<file path="config.mk">
export PLATFORM = sky130hd
export DESIGN_NAME = soc_ahb42mem_master_flat
export DESIGN_NICKNAME = d
export VERILOG_FILES = /design/src/rtl/soc_ahb42mem_master_pkg.sv /design/src/rtl/soc_ahb42mem_master_if.sv /design/src/rtl/soc_ahb42mem_master_be2size.sv /design/src/rtl/soc_ahb42mem_master.sv /design/src/flat_wrapper.sv
export SDC_FILE = /design/constraint.sdc
export NUM_CORES = 1
export LEC_CHECK = 0
export CAP_MARGIN = 10
export CORE_MARGIN = 2
export CORE_UTILIZATION = 43
export CTS_BUF_LIST = sky130_fd_sc_hd__clkbuf_8
export CTS_CLUSTER_DIAMETER = 120
export DETAILED_ROUTE_END_ITERATION = 6
export GPL_ROUTABILITY_DRIVEN = 0
export PLACE_DENSITY_LB_ADDON = 0.08
export SYNTH_ARGS = -nofsm -noshare
export SYNTH_HDL_FRONTEND = slang
export SYNTH_SLANG_ARGS = --single-unit
</file>
<file path="constraint.sdc">
create_clock -name ahb4_clk_i -period 2 [get_ports ahb4_clk_i]
set_input_delay 0.2 -clock ahb4_clk_i [delete_from_list [all_inputs] [get_ports ahb4_clk_i]]
set_output_delay 0.2 -clock ahb4_clk_i [all_outputs]
set_load 0.005 [all_outputs]
</file>
<file path="src/rtl/soc_ahb42mem_master_pkg.sv">
// ============================================================================
// Package : soc_ahb4_pkg
// AHB4 encodings shared by the native-to-AHB4 master bridge.
// Rev     : 1.0
// ============================================================================
`default_nettype none

package soc_ahb4_pkg;

  typedef enum logic [1:0] {
    HTRANS_IDLE   = 2'b00,
    HTRANS_NONSEQ = 2'b10
  } htrans_e;

  localparam logic [2:0] HSIZE_BYTE    = 3'd0;
  localparam logic [2:0] HSIZE_HALF    = 3'd1;
  localparam logic [2:0] HSIZE_WORD    = 3'd2;
  localparam logic [2:0] HBURST_SINGLE = 3'b000;
  localparam logic       HRESP_OKAY    = 1'b0;
  localparam logic       HRESP_ERROR   = 1'b1;

  // hsize encoding of a transfer that covers every lane of the bus.
  function automatic logic [2:0] full_lane_size(input int lanes);
    if (lanes >= 4)      return HSIZE_WORD;
    else if (lanes == 2) return HSIZE_HALF;
    else                 return HSIZE_BYTE;
  endfunction

endpackage

`default_nettype wire

</file>
<file path="src/rtl/soc_ahb42mem_master_if.sv">
// ============================================================================
// Interface : soc_ahb42mem_master_if
// Native request port plus AHB4 master-side bus of the memory bridge.
// Rev       : 1.0
// ============================================================================
`default_nettype none

interface soc_ahb42mem_master_if #(
  parameter int PLEN = 32,
  parameter int XLEN = 32
);
  localparam int SW = XLEN / 8;

  logic            req_i;
  logic            we_i;
  logic [PLEN-1:0] addr_i;
  logic [XLEN-1:0] wdata_i;
  logic [SW-1:0]   be_i;
  logic            ack_o;
  logic            rvalid_o;
  logic [XLEN-1:0] rdata_o;
  logic            err_o;

  logic            ahb4_hsel_o;
  logic [PLEN-1:0] ahb4_haddr_o;
  logic [XLEN-1:0] ahb4_hwdata_o;
  logic            ahb4_hwrite_o;
  logic [2:0]      ahb4_hsize_o;
  logic [2:0]      ahb4_hburst_o;
  logic [3:0]      ahb4_hprot_o;
  logic [1:0]      ahb4_htrans_o;
  logic            ahb4_hmastlock_o;
  logic [XLEN-1:0] ahb4_hrdata_i;
  logic            ahb4_hready_i;
  logic            ahb4_hresp_i;

  modport master (
    input  req_i, we_i, addr_i, wdata_i, be_i,
    input  ahb4_hrdata_i, ahb4_hready_i, ahb4_hresp_i,
    output ack_o, rvalid_o, rdata_o, err_o,
    output ahb4_hsel_o, ahb4_haddr_o, ahb4_hwdata_o, ahb4_hwrite_o, ahb4_hsize_o,
    output ahb4_hburst_o, ahb4_hprot_o, ahb4_htrans_o, ahb4_hmastlock_o
  );

  modport slave (
    output req_i, we_i, addr_i, wdata_i, be_i,
    output ahb4_hrdata_i, ahb4_hready_i, ahb4_hresp_i,
    input  ack_o, rvalid_o, rdata_o, err_o,
    input  ahb4_hsel_o, ahb4_haddr_o, ahb4_hwdata_o, ahb4_hwrite_o, ahb4_hsize_o,
    input  ahb4_hburst_o, ahb4_hprot_o, ahb4_htrans_o, ahb4_hmastlock_o
  );

endinterface

`default_nettype wire

</file>
<file path="src/rtl/soc_ahb42mem_master_be2size.sv">
// ============================================================================
// Module : soc_ahb4_be2size
// Byte-enable pattern to {hsize, address low bits, illegal} decoder.
// Rev    : 1.0
// ============================================================================
`default_nettype none

module soc_ahb4_be2size
  import soc_ahb4_pkg::*;
#(
  parameter int SW = 4
) (
  input  logic [SW-1:0] be,
  output logic [2:0]    hsize,
  output logic [1:0]    addr_lsb,
  output logic          illegal
);

  always_comb begin
    hsize    = HSIZE_BYTE;
    addr_lsb = 2'd0;
    illegal  = 1'b1;
    if (be == {SW{1'b1}}) begin
      hsize   = full_lane_size(SW);
      illegal = 1'b0;
    end else begin
      for (int i = 0; i < SW; i++) begin
        if (be == SW'(1 << i)) begin
          hsize    = HSIZE_BYTE;
          addr_lsb = 2'(i);
          illegal  = 1'b0;
        end
      end
      // Halfwords only exist as a sub-transfer on a 32-bit bus, and must be aligned.
      if (SW == 4) begin
        for (int i = 0; i < SW; i += 2) begin
          if (be == SW'(3 << i)) begin
            hsize    = HSIZE_HALF;
            addr_lsb = 2'(i);
            illegal  = 1'b0;
          end
        end
      end
    end
  end

endmodule

`default_nettype wire

</file>
<file path="src/rtl/soc_ahb42mem_master.sv">
// ============================================================================
// Module : soc_ahb42mem_master
// Native req/ack memory port to single NONSEQ AHB4 transfers.
// Optional overlap of address/data phases: SOC_AHB4_MASTER_PIPELINE_EN.
// Rev    : 1.0
// ============================================================================
`default_nettype none

module soc_ahb42mem_master
  import soc_ahb4_pkg::*;
#(
  parameter int         PLEN          = 32,
  parameter int         XLEN          = 32,
  parameter logic [3:0] HPROT_DEFAULT = 4'b0011
) (
  input  logic                  ahb4_clk_i,
  input  logic                  ahb4_rst_i,
  soc_ahb42mem_master_if.master bus
);

  localparam int              SW        = XLEN / 8;
  localparam logic [PLEN-1:0] LANE_MASK = PLEN'(SW - 1);

  logic [2:0] w_dec_size;
  logic [1:0] w_dec_lsb;
  logic       w_dec_illegal;

  soc_ahb4_be2size #(.SW(SW)) u_be2size (
    .be       (bus.be_i),
    .hsize    (w_dec_size),
    .addr_lsb (w_dec_lsb),
    .illegal  (w_dec_illegal)
  );

  // Address-phase slot; r_a_ill marks a slot (illegal be or cancelled) that drives IDLE and completes with error.
  logic            r_a_valid;
  logic            r_a_ill;
  logic            r_a_write;
  logic [PLEN-1:0] r_a_addr;
  logic [2:0]      r_a_size;
  logic [XLEN-1:0] r_a_wdata;

  logic            r_d_valid;
  logic            r_d_ill;
  logic            r_d_write;
  logic [XLEN-1:0] r_d_wdata;

  logic            r_err_hold;
  logic            r_rvalid;
  logic            r_err;
  logic [XLEN-1:0] r_rdata;

  logic w_d_done;
  logic w_a_move;
  logic w_a_free;
  logic w_err_first;
  logic w_pipe_ok;
  logic w_ack;

  assign w_d_done    = r_d_valid & bus.ahb4_hready_i;
  assign w_a_move    = r_a_valid & bus.ahb4_hready_i;
  assign w_a_free    = ~r_a_valid | bus.ahb4_hready_i;
  assign w_err_first = r_d_valid & ~r_d_ill & (bus.ahb4_hresp_i == HRESP_ERROR) & ~bus.ahb4_hready_i;

`ifdef SOC_AHB4_MASTER_PIPELINE_EN
  assign w_pipe_ok = 1'b1;
`else
  assign w_pipe_ok = ~r_a_valid &
                     (~r_d_valid | (bus.ahb4_hready_i & (bus.ahb4_hresp_i == HRESP_OKAY)));
`endif

  assign w_ack = bus.req_i & w_a_free & ~r_err_hold & ~w_err_first & w_pipe_ok;

  always_ff @(posedge ahb4_clk_i) begin
    if (ahb4_rst_i) begin
      r_a_valid  <= 1'b0;
      r_a_ill    <= 1'b0;
      r_a_write  <= 1'b0;
      r_a_addr   <= '0;
      r_a_size   <= '0;
      r_a_wdata  <= '0;
      r_d_valid  <= 1'b0;
      r_d_ill    <= 1'b0;
      r_d_write  <= 1'b0;
      r_d_wdata  <= '0;
      r_err_hold <= 1'b0;
      r_rvalid   <= 1'b0;
      r_err      <= 1'b0;
      r_rdata    <= '0;
    end else begin
      r_rvalid <= w_d_done;
      r_err    <= w_d_done & (r_d_ill | (bus.ahb4_hresp_i == HRESP_ERROR));
      if (w_d_done) begin
        r_rdata <= (r_d_write | r_d_ill) ? '0 : bus.ahb4_hrdata_i;
      end

      if (w_a_move) begin
        r_d_valid <= 1'b1;
        r_d_ill   <= r_a_ill;
        r_d_write <= r_a_write;
        r_d_wdata <= r_a_wdata;
      end else if (w_d_done) begin
        r_d_valid <= 1'b0;
      end

      if (w_ack) begin
        r_a_valid <= 1'b1;
        r_a_ill   <= w_dec_illegal;
        r_a_write <= bus.we_i;
        r_a_addr  <= (bus.addr_i & ~LANE_MASK) | PLEN'(w_dec_lsb);
        r_a_size  <= w_dec_size;
        r_a_wdata <= bus.wdata_i;
      end else if (w_a_move) begin
        r_a_valid <= 1'b0;
      end else if (w_err_first & r_a_valid) begin
        // Two-cycle ERROR response: withdraw the pending address and report it as failed.
        r_a_ill <= 1'b1;
      end

      if (w_err_first) begin
        r_err_hold <= 1'b1;
      end else if (bus.ahb4_hready_i & ~r_a_valid) begin
        r_err_hold <= 1'b0;
      end
    end
  end

  assign bus.ack_o            = w_ack;
  assign bus.rvalid_o         = r_rvalid;
  assign bus.rdata_o          = r_rdata;
  assign bus.err_o            = r_err;
  assign bus.ahb4_hsel_o      = r_a_valid & ~r_a_ill;
  assign bus.ahb4_htrans_o    = (r_a_valid & ~r_a_ill) ? HTRANS_NONSEQ : HTRANS_IDLE;
  assign bus.ahb4_haddr_o     = r_a_addr;
  assign bus.ahb4_hwrite_o    = r_a_write;
  assign bus.ahb4_hsize_o     = r_a_size;
  assign bus.ahb4_hwdata_o    = r_d_wdata;
  assign bus.ahb4_hburst_o    = HBURST_SINGLE;
  assign bus.ahb4_hprot_o     = HPROT_DEFAULT;
  assign bus.ahb4_hmastlock_o = 1'b0;

endmodule

`default_nettype wire

</file>
<file path="src/flat_wrapper.sv">
// flat-port wrapper written by rule: the top's interface ports become plain ports
module soc_ahb42mem_master_flat import soc_ahb4_pkg::*;
#(
  parameter int         PLEN          = 32,
  parameter int         XLEN          = 32,
  parameter logic [3:0] HPROT_DEFAULT = 4'b0011
)
  (ahb4_clk_i, ahb4_rst_i, bus_req_i, bus_we_i, bus_addr_i, bus_wdata_i, bus_be_i, bus_ahb4_hrdata_i, bus_ahb4_hready_i, bus_ahb4_hresp_i, bus_ack_o, bus_rvalid_o, bus_rdata_o, bus_err_o, bus_ahb4_hsel_o, bus_ahb4_haddr_o, bus_ahb4_hwdata_o, bus_ahb4_hwrite_o, bus_ahb4_hsize_o, bus_ahb4_hburst_o, bus_ahb4_hprot_o, bus_ahb4_htrans_o, bus_ahb4_hmastlock_o);
  soc_ahb42mem_master_if #(.PLEN(PLEN), .XLEN(XLEN)) bus_i ();
  input  logic ahb4_clk_i;
  input  logic ahb4_rst_i;
  input wire logic [$bits(bus_i.req_i)-1:0] bus_req_i;
  input wire logic [$bits(bus_i.we_i)-1:0] bus_we_i;
  input wire logic [$bits(bus_i.addr_i)-1:0] bus_addr_i;
  input wire logic [$bits(bus_i.wdata_i)-1:0] bus_wdata_i;
  input wire logic [$bits(bus_i.be_i)-1:0] bus_be_i;
  input wire logic [$bits(bus_i.ahb4_hrdata_i)-1:0] bus_ahb4_hrdata_i;
  input wire logic [$bits(bus_i.ahb4_hready_i)-1:0] bus_ahb4_hready_i;
  input wire logic [$bits(bus_i.ahb4_hresp_i)-1:0] bus_ahb4_hresp_i;
  output wire logic [$bits(bus_i.ack_o)-1:0] bus_ack_o;
  output wire logic [$bits(bus_i.rvalid_o)-1:0] bus_rvalid_o;
  output wire logic [$bits(bus_i.rdata_o)-1:0] bus_rdata_o;
  output wire logic [$bits(bus_i.err_o)-1:0] bus_err_o;
  output wire logic [$bits(bus_i.ahb4_hsel_o)-1:0] bus_ahb4_hsel_o;
  output wire logic [$bits(bus_i.ahb4_haddr_o)-1:0] bus_ahb4_haddr_o;
  output wire logic [$bits(bus_i.ahb4_hwdata_o)-1:0] bus_ahb4_hwdata_o;
  output wire logic [$bits(bus_i.ahb4_hwrite_o)-1:0] bus_ahb4_hwrite_o;
  output wire logic [$bits(bus_i.ahb4_hsize_o)-1:0] bus_ahb4_hsize_o;
  output wire logic [$bits(bus_i.ahb4_hburst_o)-1:0] bus_ahb4_hburst_o;
  output wire logic [$bits(bus_i.ahb4_hprot_o)-1:0] bus_ahb4_hprot_o;
  output wire logic [$bits(bus_i.ahb4_htrans_o)-1:0] bus_ahb4_htrans_o;
  output wire logic [$bits(bus_i.ahb4_hmastlock_o)-1:0] bus_ahb4_hmastlock_o;
  assign bus_i.req_i = bus_req_i;
  assign bus_i.we_i = bus_we_i;
  assign bus_i.addr_i = bus_addr_i;
  assign bus_i.wdata_i = bus_wdata_i;
  assign bus_i.be_i = bus_be_i;
  assign bus_i.ahb4_hrdata_i = bus_ahb4_hrdata_i;
  assign bus_i.ahb4_hready_i = bus_ahb4_hready_i;
  assign bus_i.ahb4_hresp_i = bus_ahb4_hresp_i;
  assign bus_ack_o = bus_i.ack_o;
  assign bus_rvalid_o = bus_i.rvalid_o;
  assign bus_rdata_o = bus_i.rdata_o;
  assign bus_err_o = bus_i.err_o;
  assign bus_ahb4_hsel_o = bus_i.ahb4_hsel_o;
  assign bus_ahb4_haddr_o = bus_i.ahb4_haddr_o;
  assign bus_ahb4_hwdata_o = bus_i.ahb4_hwdata_o;
  assign bus_ahb4_hwrite_o = bus_i.ahb4_hwrite_o;
  assign bus_ahb4_hsize_o = bus_i.ahb4_hsize_o;
  assign bus_ahb4_hburst_o = bus_i.ahb4_hburst_o;
  assign bus_ahb4_hprot_o = bus_i.ahb4_hprot_o;
  assign bus_ahb4_htrans_o = bus_i.ahb4_htrans_o;
  assign bus_ahb4_hmastlock_o = bus_i.ahb4_hmastlock_o;
  soc_ahb42mem_master #(.PLEN(PLEN), .XLEN(XLEN), .HPROT_DEFAULT(HPROT_DEFAULT)) u_core (.ahb4_clk_i(ahb4_clk_i), .ahb4_rst_i(ahb4_rst_i), .bus(bus_i));
endmodule
</file>
# Word level (Yosys, flattened, before mapping)
# Cells that the tools add are included.
# totals
regBits,140
memories,0
rom_bits,0
out_inout_bits,114
mem_bits_rw,0
latch_bits,0
word_cells,82
# classes
n_eq_ne,8
shift,0
add_sub_neg,0
n_reduce_logical,5
muxes,27
order_cmp,0
multipliers,0
n_div,0
bitwise_logic,28
# op_table
operator,count
$mux 32,1
$or 32x2->32,1
$mux 1,18
$and 1x1->1,15
$eq 4x4->1 const B,3
$mux 2,6
$eq 4x2->1 const B,2
$not 1->1,8
$reduce_bool 2->1,4
$mux 3,2
$eq 4x1->1 const B,1
$eq 4x3->1 const B,1
$or 1x1->1,4
$ne 2x2->1 const B,1
$reduce_and 2->1,1

# Longest topological paths before layout
# Gate-level depths: netlist of the first run.
# depth
word_depth,9
mapped_depth,8
mapped_depth_nobuf,5

# By module
# From an unflattened synthesis of the first run, not the netlist that was laid out.
# hier_totals
hier_cells,599
hier_area_um2,4928.5
# by_module_without_submodules
module,area_each_um2,cells_each,seq_area_each_um2,instances
soc_ahb42mem_master,4849.7,587,2802.7,1
soc_ahb4_be2size,78.8,12,0.0,1

# Worst setup path before layout of the first run
# OpenSTA, ideal clock, no wires.
# synth_timing
kind,register to register
start,reg u_core.r_a_valid
end,reg u_core.r_a_addr[0] (netlist: u_core.bus.ahb4_haddr_o[0])
path_stages_with_launch,6
required_time_ps,1930
setup_time_ps,70
period_less_slack_ps,1589
n_path_buf,1
arrival_ps,1519
setup_slack_ps,411
path_cell_list,dfxtp_1 -> or3b_1 -> a21o_1 -> buf_6 -> or4_1 -> a21oi_1
# synth_between
elab_chain_len,6
elab_cells_between_ends,7
cone_classes,bitwise: 7
# synth_rtl
element,line,text
"start, declared",soc_ahb42mem_master.sv:36,logic r_a_valid;
"start signal, assigned",soc_ahb42mem_master.sv:76,r_a_valid <= 1'b0;
"start signal, assigned",soc_ahb42mem_master.sv:107,r_a_valid <= 1'b1;
"start signal, assigned",soc_ahb42mem_master.sv:114,r_a_valid <= 1'b0;
$not 1->1 *,"soc_ahb42mem_master.sv:62, soc_ahb42mem_master.sv:68",
$or 1x1->1,soc_ahb42mem_master.sv:62,assign w_a_free = ~r_a_valid | bus.ahb4_hready_i;
$and 1x1->1 (3 in series),soc_ahb42mem_master.sv:72,assign w_ack = bus.req_i & w_a_free & ~r_err_hold & ~w_err_first & w_pipe_ok;
$and 1x1->1 *,soc_ahb42mem_master.sv:72,
"end signal, assigned",soc_ahb42mem_master.sv:110,r_a_addr <= (bus.addr_i & ~LANE_MASK) | PLEN'(w_dec_lsb);
"end, declared",soc_ahb42mem_master.sv:39,logic [PLEN-1:0] r_a_addr;
# Mark *: on every way between the ends. The rest lies on a longest branch, timed or not.
# A chain may end at the register's enable or synchronous reset.

# Final worst setup path of the first run
# layout_timing
start,reg u_core.r_err_hold
end,out bus_ack_o
# layout_between
elab_chain_len,4
# layout_rtl
element,line,text
"start, declared",soc_ahb42mem_master.sv:48,logic r_err_hold;
"start signal, assigned",soc_ahb42mem_master.sv:86,r_err_hold <= 1'b0;
"start signal, assigned",soc_ahb42mem_master.sv:121,r_err_hold <= 1'b1;
"start signal, assigned",soc_ahb42mem_master.sv:123,r_err_hold <= 1'b0;
$not 1->1,soc_ahb42mem_master.sv:72,
$and 1x1->1 (3 in series),soc_ahb42mem_master.sv:72,
"end, declared",flat_wrapper.sv:20,output wire logic [$bits(bus_i.ack_o)-1:0] bus_ack_o;
# No other way between the ends.

==> reports/summary.md, run 1 <==
The logs give 4,478 for the number of global-route vias before repair and 1 for the number of antenna violations at the first check in global routing. In this run the tightest slew margin relative to its limit is 63.3%. Counting flops and latches in the post-synthesis netlist gives 139.

The count of nets left with antenna violations once routing finished came out at 0. TritonCTS built the clock tree. The kind of end point of the critical path was a primary output.

The combined area of the multi-input logic cells is 1860 µm². For this design the top-level I/O count stands at 220. For this run, the detailed router's first-pass iteration total came to 6.

For the pin with the worst max-slew slack, the measured transition is 551 ps. For this design, the CTS-stage hold fixing added 0 buffers. Number of library cell types mapped by synthesis: 28. Based on the critical path, the design can be clocked at up to 538 MHz. Setup violations remaining at the end of the flow were counted as 0. Global-route layer with the greatest usage: met2.

The maximum clock skew at final layout came out at 10.1 ps. The average wire per cell in the routed design is 14.3 µm, and the power per standard cell area is 742 nW/µm². The logs give 22.4% for the overall global routing resource usage and 0 for the DRC violation count after routing. The leakage power came out at 0.00273 µW.

The die is 110 µm wide. The number of nets in the finished design is 902, and the number of max-slew violations in the final report is 0. The tool flagged a number of max-cap violations equal to 0.

The run gives 139 as the number of clock sinks seen by CTS. STA classifies the critical path startpoint as a register. The worst path in the final design needs a cycle of 1860 ps, including I/O delays and setup. The average instance in the mapped netlist occupies 8.21 µm².

For this block, the via count after detailed routing is 4,688. The number of clock buffers added by TritonCTS is 17. The run finished with clean final reports. Class of the most critical hold timing path: input port to register. The summed negative setup slack over all endpoints was 0 ps; the number of flops mapped to enable cells by yosys was 0. By area the synthesized netlist is led by sky130_fd_sc_hd__dfxtp_1 57%, sky130_fd_sc_hd__nand2_1 16%, sky130_fd_sc_hd__a21oi_1 11%, sky130_fd_sc_hd__a22oi_1 4.9%, sky130_fd_sc_hd__nor2_1 2.8%. In the finished design, the share of the clock period the worst path needs comes to 92.9%.

The number of I/O port buffers was 207. The critical path data required time came out at 1800 ps. The dominant cell by count in the synthesized netlist is sky130_fd_sc_hd__nand2_1. For this run, global-route usage on met1 was measured as 25.1%. Cells with a size suffix above 1 make up 6.07% of the layout. The half-perimeter wire length of the detailed placement result is 9630 µm, and the register clock-pin slew on the reported worst setup and hold paths is 70 ps. Ranked by instance count, the synthesized netlist is headed by 202 x sky130_fd_sc_hd__nand2_1, 139 x sky130_fd_sc_hd__dfxtp_1, 104 x sky130_fd_sc_hd__a21oi_1. The core occupancy in the finished layout is 67.9%. The vertical extent of the die came out at 110 µm. After detailed routing, the total wire length is 13,600 µm.

Data arrives at the worst endpoint at 1660 ps. The clock latency on the worst-skew pair was 440 ps; the mapped cell area was 4870 µm². After floorplanning, the core was sized to cover 10,900 µm². After layout, the worst setup slack is 142 ps. Along the worst path, the maximum fanout reaches 4. The floorplan step defined a die boundary enclosing 12,200 µm². The initial utilization of the core area, before any placement, comes to 44.5%. The area of all sequential standard cells is 2780 µm², and the share of Yosys cell area claimed by the top area cell type is 57.1%. The tools report the number of endpoints with negative hold slack in the final report as 0. The dominant register cell in the synthesized netlist was sky130_fd_sc_hd__dfxtp_1.

The maximum level of the CTS H-tree was 4. The smallest hold slack is 220 ps. Of all cell types, the one taking the most synthesized area is sky130_fd_sc_hd__dfxtp_1. The cell count after placement was 916. Compared with the post-synthesis result, the final layout area differs by 52.5%. Counting flops with an async set or reset pin after synthesis yields a share of 0%. The run gives 22,000 µm as the first-pass GRT wire length. The run gives 0.549 mV as the largest vdd supply drop.

The critical path class is register to primary output. Entering global routing, the biggest net connects 51 pins. 0 antenna diodes ended up in the layout. The tree is rooted in a sky130_fd_sc_hd__clkbuf_8. DRC marker count from the first detailed-route iteration: 343.

The Yosys step of the flow raised 0 warnings. The floorplan has 38 rows. Global routing consumed, on the met2 layer, 37.1% of the routing resources. The overall overflow remaining after global route is 0. Timing analysis after detailed placement gives a worst setup slack of -142 ps.

The run gives 9.60% as the met3 capacity usage during global routing. For the filler cell count in the final layout, the log shows 960. Setup repair after global routing left no endpoint under its margin.

Once layout is complete, the cells apart from fillers number 947. The run gives 57.1% as the share of the yosys chip area belonging to registers. Using the TritonRoute via totals, the vias-per-cell ratio works out to 4.95. Counting every instance in the synthesized netlist gives 593.

In this run the deepest clock path goes through 2 buffers.
## per-stage QoR
stage | instance area [µm²] | power, µW
finish | 7430 | 5510
global route | 7430 | 5790
CTS | 7430 | 5580
detailed placement | 7110 | 3760
global placement | 7110 | 3730
floorplan | 4900 | 3300
## critical path, cell delays in order (launching register included)
cell	delay, ps
sky130_fd_sc_hd__dfxtp_1	300
sky130_fd_sc_hd__or3b_1	380
sky130_fd_sc_hd__a21o_4	220
sky130_fd_sc_hd__inv_4	70
sky130_fd_sc_hd__dlygate4sd2_1	240
## logic make-up (layout without fill, tap and decap cells)
family          Yosys count  count (layout)  synth area share, %
other cells               2              10                0.154
buf+inv                  56             262                 5.55
xor+xnor                  1               1                0.180
compound gates          143             143                 16.6
simple gates            252             252                 20.4
flops                   139             139                 57.1
## power breakdown
part	internal [µW]	total, µW	switching [µW]
Sequential	2880	2940	57.9
Combinational	428	757	329
Clock	863	1820	952
## path summary, 6_finish.rpt
path                                                              start                                 endpoint  slack [ps]  cells past startpoint
worst min register to register  u_core.bus.ahb4_haddr_o[1]$_SDFFE_PP0P_  u_core.bus.ahb4_haddr_o[1]$_SDFFE_PP0P_         450                      2
worst min-delay path                                         ahb4_rst_i      u_core.bus.rdata_o[29]$_SDFFE_PP0P_         220                      2
worst max register to register           u_core.r_err_hold$_SDFFE_PP0P_         u_core.r_a_wdata[8]$_SDFFE_PP0P_         160                      8
worst max-delay path                     u_core.r_err_hold$_SDFFE_PP0P_                                bus_ack_o         140                      4
## routing by layer
metal,share of wire [%],up-vias
li1,-,2327
met1,40,2166
met2,49,173
met3,8.4,20
met4,1.6,2
met5,0.096,-
## repair_timing
item,CTS,global route
setup buffers,1,0
endpoints found under the setup margin,1,0
resized for setup,3,0
## registers in the layout (all words and copies together) (netlist names)
signal / cells
u_core.bus.rdata_o: 32
u_core.bus.rvalid_o: 1
u_core.r_err_hold: 1
u_core.r_a_ill: 1
u_core.r_a_wdata: 32
u_core.r_a_valid: 1
u_core.bus.ahb4_haddr_o: 32
u_core.bus.ahb4_hsize_o: 2
u_core.r_d_valid: 1
u_core.r_d_ill: 1
u_core.r_d_write: 1
u_core.bus.err_o: 1
u_core.bus.ahb4_hwdata_o: 32
u_core.bus.ahb4_hwrite_o: 1
## final cells by class
type	count	area share [%]
Inverter	2	0.135
Sequential cell	139	37.5
Clock buffer	19	3.52
Clock inverter	11	0.606
Timing Repair Buffer	230	30.8
Tap cell	140	2.36
Multi-Input combinational cell	406	25.1
## cell usage in the layout (no fill, tap or decap), drive strengths merged
master / synthesis / final
a21o: 1 / 1
a21oi: 104 / 104
a22oi: 32 / 32
a311oi: 1 / 1
and2: 1 / 1
buf: 19 / 24
clkbuf: 35 / 19
clkdlybuf4s50: 0 / 205
clkinv: 0 / 3
conb: 2 / 10
dfxtp: 139 / 139
dlygate4sd2: 0 / 1
inv: 2 / 10
nand2: 202 / 202
nand2b: 3 / 3
nand3b: 1 / 1
nor2: 36 / 36
nor2b: 1 / 1
nor3: 2 / 2
nor4b: 1 / 1
o2111ai: 1 / 1
o21a: 1 / 1
o21ai: 3 / 3
or2: 1 / 1
or3: 2 / 2
or3b: 1 / 1
or4: 1 / 1
xnor2: 1 / 1
(Power assumes the default switching activity.)
==> inputs of run 2 (changes only) <==
--- a/config.mk
+++ b/config.mk
@@ -7,12 +7,12 @@
 export LEC_CHECK = 0
 export CAP_MARGIN = 10
 export CORE_MARGIN = 2
-export CORE_UTILIZATION = 43
-export CTS_BUF_LIST = sky130_fd_sc_hd__clkbuf_8
+export CORE_UTILIZATION = 41
 export CTS_CLUSTER_DIAMETER = 120
 export DETAILED_ROUTE_END_ITERATION = 6
 export GPL_ROUTABILITY_DRIVEN = 0
 export PLACE_DENSITY_LB_ADDON = 0.08
+export SLEW_MARGIN = 10
 export SYNTH_ARGS = -nofsm -noshare
 export SYNTH_HDL_FRONTEND = slang
 export SYNTH_SLANG_ARGS = --single-unit
==> reports/summary.md, run 2 (synthesized netlist as in run 1, its figures left out) <==
The flow ran to the end, but the final reports show violations. The checks that failed: design-rule violations. After the first detailed-routing iteration, the DRC count stood at 272. The run gives 4,636 as the detailed-route via count.

In the final timing run, aggregate negative setup slack is 0 ps. The HPWL after detailed placement is 9320 µm. The die is 113 µm tall. Total power for the finished layout comes to 6640 µW.

In this run the clock root is driven by a sky130_fd_sc_hd__clkbuf_16. The first global-routing pass estimated 22,100 µm of wire. The tools report the overall global routing resource usage as 21.8%. In this run the worst path has a maximum fanout of 6.

The logs give 7 for the first-pass iteration count of the detailed router and 1800 ps for the critical path data required time. DRC violation count after routing: 10. Setup repair after global routing left no endpoint under its margin. The tools report the overall overflow remaining after global route as 0. Measured in cells, the most critical reg-to-reg path has a length of 7. The run gives 0 as the number of max-slew violations in the final report. IR analysis of the VDD net gives a maximum drop of 0.532 mV. The tools report the core occupancy in the finished layout as 66.3%. The library cells used most frequently in the layout, excluding fill and tap cells, are 205 x sky130_fd_sc_hd__clkdlybuf4s50_1, 202 x sky130_fd_sc_hd__nand2_1, 139 x sky130_fd_sc_hd__dfxtp_1. The worst setup path is of the register to primary output kind. TritonCTS built the clock tree.

The clock passes through at most 2 buffers. Setup violations remaining at the end of the flow were counted as 0. The floorplan has 39 rows. The worst setup path is launched from a register. The tools report the number of inserted diodes as 0.

The reg-to-reg critical path startpoint was u_core.r_a_valid$_SDFFE_PP0P_. For the worst-skew pair, the clock arrives at the later sink with an insertion delay of 410 ps. The share of the cycle needed by the critical path after routing works out to 94.1%.

Number of endpoints with negative hold slack in the final report: 0. The library cell used most frequently in the layout, excluding fill and tap cells, is sky130_fd_sc_hd__clkdlybuf4s50_1. The detail-routed via count per cell came out at 4.90. The number of I/O port buffers is 207, and the initial standard-cell utilization of the core is 42.3%. Counting instances, the worst hold path has a depth of 2. STA puts the critical path data arrival time at 1680 ps. The worst stage delay on the critical path was 370 ps. The routed wire length was 13,500 µm; the leakage power was 0.00278 µW. The net count of the finished layout is 896. Entering global routing, the biggest net connects 44 pins. The fraction of layout instances using a drive strength above 1 works out to 6.10%. For this design the total switching power over the nets is 1470 µW.

Dividing the detail-routed wire length by the instance count gives 14.3 µm. The number of hold buffers added after CTS was 0. Cell-internal power: 5160 µW. The tool flagged a number of max-cap violations equal to 0.

The logs give 11,500 µm² for the core region area and 4 for the maximum level of the CTS H-tree. The signal on the critical path passes through or3b_1, a21o_4, inv_2, dlygate4sd2_1. For this design, the sink count on the clock tree is 139. The worst setup path is captured at a primary output. Including well taps, the total number of placed cells is 914. The tools report the clock network fraction of design power as 44.6%. The register clock-pin slew on the reported worst setup and hold paths is 60 ps, and the die outline area is 12,800 µm². Once detail routing completed, the nets flagged for antenna violations numbered 0. The number of antenna violations at the first check in global routing was 0.

Clock skew on the completed layout was measured at 9.05 ps. The setup slack of the critical path after layout was 119 ps; the maximum clock frequency was 532 MHz. The slowest cell on the critical path was sky130_fd_sc_hd__or3b_1.

The run gives 4,661 as the number of global-route vias before repair. The beginning of the worst hold path was ahb4_rst_i. The class of the most critical hold timing path is input port to register. Proportion of total power due to net switching: 22.2%. The synthesis-to-layout area growth is 56.8%, and the final instance count without filler cells is 946. The minimum clock period is 1880 ps, and the setup slack at placement is -58.4 ps. The number of ports placed on the die boundary came out at 220.

Measured along the x axis, the die boundary spans 113 µm. The tools report the critical path startpoint as u_core.r_a_valid$_SDFFE_PP0P_. Dividing total power by cell area gives a power density of 869 nW/µm². The sequential group share of total power was 44.4%; the combinational cell fraction of total power was 11.0%. For the number of buffers inserted during clock tree synthesis, the log shows 17.
==> run 2: what timing repair did <==
item	in CTS	in global routing
setup endpoints to repair	1	0
setup buffers	0	0
gates resized for setup	2	0
==> run 2: area by class of cell <==
cell class / count / area (µm²)
fillers: 1038 / 3880
clock inverters: 6 / 60.1
repair buffers: 224 / 2230
well taps: 143 / 179
flip-flops and latches: 139 / 2780
clock buffers: 26 / 509
multi-input cells: 406 / 1860
inverters: 2 / 7.51
==> run 2: power groups by stage <==
stage | combinational [µW] | sequential, µW | clock [µW]
after floorplan | 301 | 3000 | 0
final | 732 | 2940 | 2960
after global routing | 803 | 2960 | 3190
after global placement | 724 | 3000 | 0
after detailed placement | 735 | 3000 | 0
after CTS | 739 | 2940 | 3040
==> run 2: worst max-delay path: cells and delay by family, from the launching register on <==
family / cells / cell delay [ps]
AOI/OAI and AO/OA: 1 / 230
and+or+nand+nor: 1 / 370
DFF: 1 / 350
buffers and inverters: 2 / 330
==> run 2: final timing paths <==
check	to	slack [ps]
max	bus_ack_o	120
min	u_core.bus.rdata_o[23]$_SDFFE_PP0P_	200
max reg2reg	u_core.r_a_wdata[31]$_SDFFE_PP0P_	280
min reg2reg	u_core.bus.ahb4_hsize_o[1]$_SDFFE_PP0P_	450
==> run 2: per-layer routing <==
| layer | vias to the layer above | share of wire, % | GRT usage [%] |
|---|---|---|---|
| met4 | 0 | 0.51 | 7.97 |
| li1 | 2319 | - | - |
| met1 | 2177 | 40 | 24.5 |
| met5 | - | 0 | 0 |
| met3 | 4 | 7.6 | 9.11 |
| met2 | 136 | 52 | 37.3 |
==> run 2: through the flow <==
| stage | area [µm²] | hold WS, ps |
|---|---|---|
| floorplan | 4900 | 310 |
| global placement | 7060 | 436 |
| detailed placement | 7060 | 442 |
| CTS | 7630 | 188 |
| global route | 7630 | 199 |
| finish | 7630 | 197 |
==> inputs of run 3 (changes only) <==
--- a/config.mk
+++ b/config.mk
@@ -6,8 +6,10 @@
 export NUM_CORES = 1
 export LEC_CHECK = 0
 export CAP_MARGIN = 10
+export CELL_PAD_IN_SITES_DETAIL_PLACEMENT = 2
+export CELL_PAD_IN_SITES_GLOBAL_PLACEMENT = 2
 export CORE_MARGIN = 2
-export CORE_UTILIZATION = 41
+export CORE_UTILIZATION = 22
 export CTS_CLUSTER_DIAMETER = 120
 export DETAILED_ROUTE_END_ITERATION = 6
 export GPL_ROUTABILITY_DRIVEN = 0
==> reports/summary.md, run 3 (synthesized netlist as in run 1, its figures left out) <==
The flow ran to the end, and the final reports show no timing, DRC or antenna violations. In this run the tool buffered the top-level ports with 207 buffer cells. For this configuration, the core starts out at a cell density of 22.4%. The number of maximum-capacitance constraint violations came out at 0. The combinational cell fraction of total power was 11.6%. For the detailed-route via count, the log shows 4,819. The logs give 0 for the number of hold buffers added after cts and 1670 ps for the worst path arrival time.

The logs give 0 for the post-detailed-route count of antenna-violating nets and 17,800 µm for the routed wire length. The number of global-route vias before repair was 5,379; the biggest fanout along the worst timing path was 5. Following the worst setup path forward leads to its endpoint at bus_ahb4_hsel_o. The critical path startpoint was u_core.r_a_valid$_SDFFE_PP0P_. Final hold analysis gives a worst-case slack of 194 ps. The library cell used as clock root buffer is sky130_fd_sc_hd__clkbuf_16. In the routed design, unresolved DRC markers number 0. The post-cts resize count came out at 1. The worst register-to-register path ends at u_core.bus.ahb4_haddr_o[0]$_SDFFE_PP0P_. The logs give 139 for the number of clock sinks seen by CTS and 2 for the maximum root-to-sink buffer count. On the final layout, the worst clock skew is 8.75 ps. OpenSTA, run right after detailed placement, puts the worst setup slack at -73.4 ps. The critical path is of the register to primary output type. Traced cell by cell, the critical path runs through buf_4, nor2b_1, clkdlybuf4s50_1.

The H-tree was split into 4 levels. STA classifies the critical path endpoint as a primary output. Measured along the x axis, the die boundary spans 153 µm. Setup violations remaining at the end of the flow were counted as 0. The final critical path takes up 93.4% of the cycle. For this run, the slowest stage of the critical path takes 560 ps.

The overall overflow remaining after global route came out at 0. For the critical path data required time, the log shows 1800 ps. The depth of the critical timing path with buffers and inverters included is 3, and the clock latency on the worst-skew pair is 410 ps. The cell type group with the largest total delay on the critical path was buffers and inverters. The first-pass iteration count of the detailed router is 4, and the register clock-pin slew on the reported worst setup and hold paths is 60 ps. Setup repair after global routing left no endpoint under its margin. For this design the static power due to leakage is 0.00279 µW. During I/O placement, the number of pins put on the boundary was 220. Proportion of total power due to net switching: 25.0%. Average wire per cell in the routed design: 16.4 µm. The sum of buffers and inverters on the critical path is 2. Summed over all nets, the half-perimeter wirelength after detailed placement is 12,400 µm. The reg-to-reg critical path startpoint was u_core.r_err_hold$_SDFFE_PP0P_.

The first global-routing pass estimated 29,100 µm of wire. Global routing consumed, over all layers together, 15.6% of the routing resources. The worst path in the final design needs a cycle of 1870 ps, including I/O delays and setup. The slowest cell on the critical path was sky130_fd_sc_hd__clkdlybuf4s50_1. Timing would allow up to 536 MHz.

The clock network fraction of design power was 44.8%; the DRC marker count from the first detailed-route iteration was 100. The repair_antennas step left the layout with diodes totalling 0. The number of setup buffers added after CTS is 0. The tools report the number of endpoints with negative hold slack in the final report as 0. TritonCTS built the clock tree. The die covers 23,300 µm². The power per standard cell area was 861 nW/µm²; the vertical extent of the die was 153 µm.

The internal portion of the total power is 5070 µW. The tools report the number of antenna violations at the first check in global routing as 0. In the layout the commonest cells are 205 x sky130_fd_sc_hd__clkdlybuf4s50_1, 202 x sky130_fd_sc_hd__nand2_1, 139 x sky130_fd_sc_hd__dfxtp_1. In this run the register-to-register setup slack is 230 ps.

The core region area was 21,800 µm²; the number of nets in the finished design was 897. Class of the most critical hold timing path: input port to register. The setup slack of the critical path after layout is 133 ps, and the detail-routed via count per cell is 4.45.

The tools report the startpoint class of the critical path as a register. For the number of max-slew violations in the final report, the log shows 0. The number of clock buffers added by TritonCTS is 17. The analysis attributes to net switching a power of 1690 µW.

In the final layout, the share of cells above drive strength 1 is 6.47%. The worst register-to-register path has a depth of 5. From synthesis to final layout, the design area changed by 61.2%. Most common cell after layout, fill and taps aside: sky130_fd_sc_hd__clkdlybuf4s50_1.

The sequential group share of total power was 43.6%. The largest vdd supply drop was 0.467 mV. Entering global routing, the biggest net connects 53 pins. The run gives 54 as the number of rows created at floorplan.
-- run 3: cell count changes in the layout (fill, tap and decap cells not counted), sizes merged --
cell,before,now
clkbuf,26,20
buf,18,19
inv,2,5
clkinv,3,4
clkinvlp,2,4
-- run 3: per-stage QoR --
stage | utilization, % | TNS (ps) | cells | instance area (µm²) | power [µW]
global placement | 33.5 | -239 | 1052 | 7290 | 3770
global route | 36.1 | 0 | 1084 | 7850 | 7100
CTS | 36.1 | 0 | 1084 | 7850 | 6890
detailed placement | 33.5 | -516 | 1052 | 7290 | 3810
floorplan | - | 0 | 601 | 4900 | 3300
finish | 36.1 | 0 | 1084 | 7850 | 6760
-- run 3: area by class of cell --
cell class | instances | area, µm²
Tap cell | 280 | 350
Timing Repair Buffer | 225 | 2290
Clock buffer | 20 | 447
Fill cell | 2444 | 13900
Clock inverter | 12 | 114
Sequential cell | 139 | 2780
Inverter | 2 | 7.51
Multi-Input combinational cell | 406 | 1860
-- run 3: worst min-delay path by stage --
| stage | startpoint | endpoint | depth (start not counted) |
|---|---|---|---|
| 2_1_floorplan | bus_ahb4_hresp_i | u_core.bus.err_o$_SDFF_PP0_ | 1 |
| 3_3_place_gp | u_core.r_a_wdata[18]$_SDFFE_PP0P_ | u_core.bus.ahb4_hwdata_o[18]$_SDFFE_PP0P_ | 2 |
| 3_5_place_dp | u_core.bus.ahb4_hwdata_o[4]$_SDFFE_PP0P_ | u_core.bus.ahb4_hwdata_o[4]$_SDFFE_PP0P_ | 2 |
| 4_1_cts | ahb4_rst_i | u_core.r_a_wdata[13]$_SDFFE_PP0P_ | 2 |
| 5_1_grt | ahb4_rst_i | u_core.bus.ahb4_hwdata_o[4]$_SDFFE_PP0P_ | 2 |
| 6_report | ahb4_rst_i | u_core.r_a_wdata[13]$_SDFFE_PP0P_ | 2 |
-- run 3: routing by layer --
metal | global-route usage [%] | wire [µm]
met5 | 0 | 0
met4 | 4.41 | 196
met3 | 6.29 | 1290
met2 | 27.8 | 9080
met1 | 17.3 | 7220
-- run 3: worst register-to-register path, delay by kind of cell, from the launching register on --
family / cells / cell delay, ps
AOI/OAI and AO/OA: 2 / 390
buffers and inverters: 1 / 150
DFF: 1 / 310
and+or+nand+nor: 2 / 840
-- run 3: power by group through the flow --
| stage | registers [µW] | clock network (µW) | logic [µW] |
|---|---|---|---|
| final | 2940 | 3030 | 782 |
| after global routing | 2960 | 3280 | 869 |
| after CTS | 2950 | 3140 | 804 |
| after detailed placement | 3010 | 0 | 799 |
| after global placement | 3000 | 0 | 777 |
| after floorplan | 3000 | 0 | 301 |
==> RTL change, RTL diff (flow settings as in run 1) <==
The option `SOC_AHB4_MASTER_PIPELINE_EN` is turned on by a define.
--- a/src/rtl/soc_ahb42mem_master.sv
+++ b/src/rtl/soc_ahb42mem_master.sv
@@ -6,4 +6,6 @@
 // ============================================================================
 `default_nettype none
+
+`define SOC_AHB4_MASTER_PIPELINE_EN
 
 module soc_ahb42mem_master
Function: changed (a bounded check fails within 4 cycles, from zero or initial values and one cycle with ahb4_rst_i high).
==> RTL change against run 1 <==
- first-iteration DRC count decreased by 28%
- cell area hardly changed
- routed wire length decreased by 4.2%
- total power increased by 1.6%
- die area fell by 0.50%
- critical path depth up 4
- setup slack hardly changed
- sequential cell count stayed put
- largest cell class unchanged
- register-to-register slack got worse by 0.02 ns
- synthesized area fell by 0.51%
- sequential share of layout area about the same
- clock power is 7% higher
==> RTL change: results (changes against run 1) <==
Routed Wire Length - 13.0 mm (was 13.6 mm)
Worst Clk Skew - 0.00787 ns (was 0.0101 ns)
clk_lat worst skew - 0.43 ns
Post-DP HPWL - 9.19 mm (was 9.63 mm)
Syn Area/Cell - 8.21 um2 (about the same)
Netlist cell types - 30 (was 28)
Via Count - 4597 (was 4688)
Max IR drop VDD - 0.469 mV (was 0.549 mV)
Post-Synth Adder-Cell Area - 0% (unchanged)
leakage - 0.00274 uW (was 0.00273 uW)
DR iter-0 viols - 248 (was 343)
Synth async-reset ratio - 0% (unchanged)
antenna violations before repair - 0 (was 1)
largest net degree at the start of global routing - 66 (was 51)
gr usage total - 21.6% (was 22.4%)
Pre-antenna DRT Iters - 5 (was 6)
met3 wire len - 1.37 mm (was 1.15 mm)
WL met1 - 5.10 mm (was 5.49 mm)
Area contributors post-synth - dfxtp_1 (57%), nand2_1 (15%), a21oi_1 (11%) (was dfxtp_1 (57%), nand2_1 (16%), a21oi_1 (11%))
PortBufs - 207 (unchanged)
Synth Area in Compound Gates - 16.4% (was 16.6%)
Layout Cells excl Fill - 941 (was 947)
XOR/XNOR Fraction of Synth Area - 0.181% (was 0.180%)
first-pass GRT wire length - 20.1 mm (was 22.0 mm)
vias in the first global route - 4393 (was 4478)
TritonCTS Buffers - 17 (unchanged)
Placed Instances - 909 (was 916)
layout cell share with drive strength beyond 1 - 6.49% (was 6.07%)
critical-path maximum fanout - 5 (was 4)
DR WL met2 - 6.41 mm (was 6.71 mm)
Worst EP arrival - 2.22 ns (was 1.66 ns)
Nets - 898 (was 902)
Commonest cells post-synth - nand2_1 (200), dfxtp_1 (139), a21oi_1 (103) (was nand2_1 (202), dfxtp_1 (139), a21oi_1 (104))
sequential cell area fraction in the yosys report - 57.4% (was 57.1%)
status - finished, final reports clean (unchanged)
top layer in use - met4 (was met5)
==> RTL change: report_power, final <==
part | internal (uW) | switching, uW | total [uW] | leakage, uW
combinational | 410 | 304 | 713 | 0.00141
clock | 1010 | 941 | 1950 | 0.000189
sequential | 2880 | 58.0 | 2940 | 0.00113
total | 4300 | 1300 | 5600 | 0.00274
==> RTL change: repair_timing <==
action	in CTS	in global routing
setup buffers	3	1
setup endpoints to repair	1	1
resized for setup	2	0
pin swaps	1	1
==> RTL change: path summary, 6_finish.rpt <==
path / from / to / slack (ns) / cells past startpoint
hold reg to reg: u_core.bus.ahb4_haddr_o[1] / u_core.bus.ahb4_haddr_o[1] / 0.45 / 2
setup / recovery: u_core.r_d_ill / u_core.bus.ahb4_haddr_o[0] / 0.14 / 8
hold / removal: ahb4_rst_i / u_core.bus.rdata_o[7] / 0.21 / 2
setup reg to reg: u_core.r_d_ill / u_core.bus.ahb4_haddr_o[0] / 0.14 / 8
==> RTL change: cell type report <==
class,instances,area (um2)
Multi-Input combinational cell,403,1830
Clock buffer,23,317
Timing Repair Buffer,229,2280
Inverter,2,7.51
Fill cell,924,3510
Tap cell,140,175
Clock inverter,5,21.3
Sequential cell,139,2780
==> RTL change: per-stage QoR <==
stage	setup slack [ns]	utilization [%]	area, um2
2_1_floorplan	0.600	-	4870
6_report	0.142	67.9	7420
5_1_grt	0.0388	67.9	7420
4_1_cts	0.0432	67.8	7410
3_3_place_gp	0.0000469	64.5	7050
3_5_place_dp	-0.0607	64.5	7050
==> RTL change: kinds of logic (layout without fill, tap and decap cells) <==
group / count (synthesis) / count (layout)
other: 2 / 10
XOR/XNOR: 1 / 1
flip-flops: 139 / 139
AND/OR/NAND/NOR: 251 / 251
buffers and inverters: 56 / 259
AO/OA/AOI/OAI: 141 / 141
==> RTL change: layer usage <==
| metal | GRT usage, % | up-vias |
|---|---|---|
| li1 | - | 2317 |
| met4 | 8.04 | 0 |
| met1 | 23.8 | 2106 |
| met3 | 10.1 | 11 |
| met5 | 0 | - |
| met2 | 36.4 | 163 |
==> RTL change: worst max-delay path: stages (launching register included) <==
cell       delay [ns]
dfxtp_2          0.38
nand4bb_1        0.15
nand4b_1         0.13
buf_4            0.15
buf_4            0.12
buf_4            0.13
buf_4            0.14
or4_1            0.45
a21oi_1          0.14
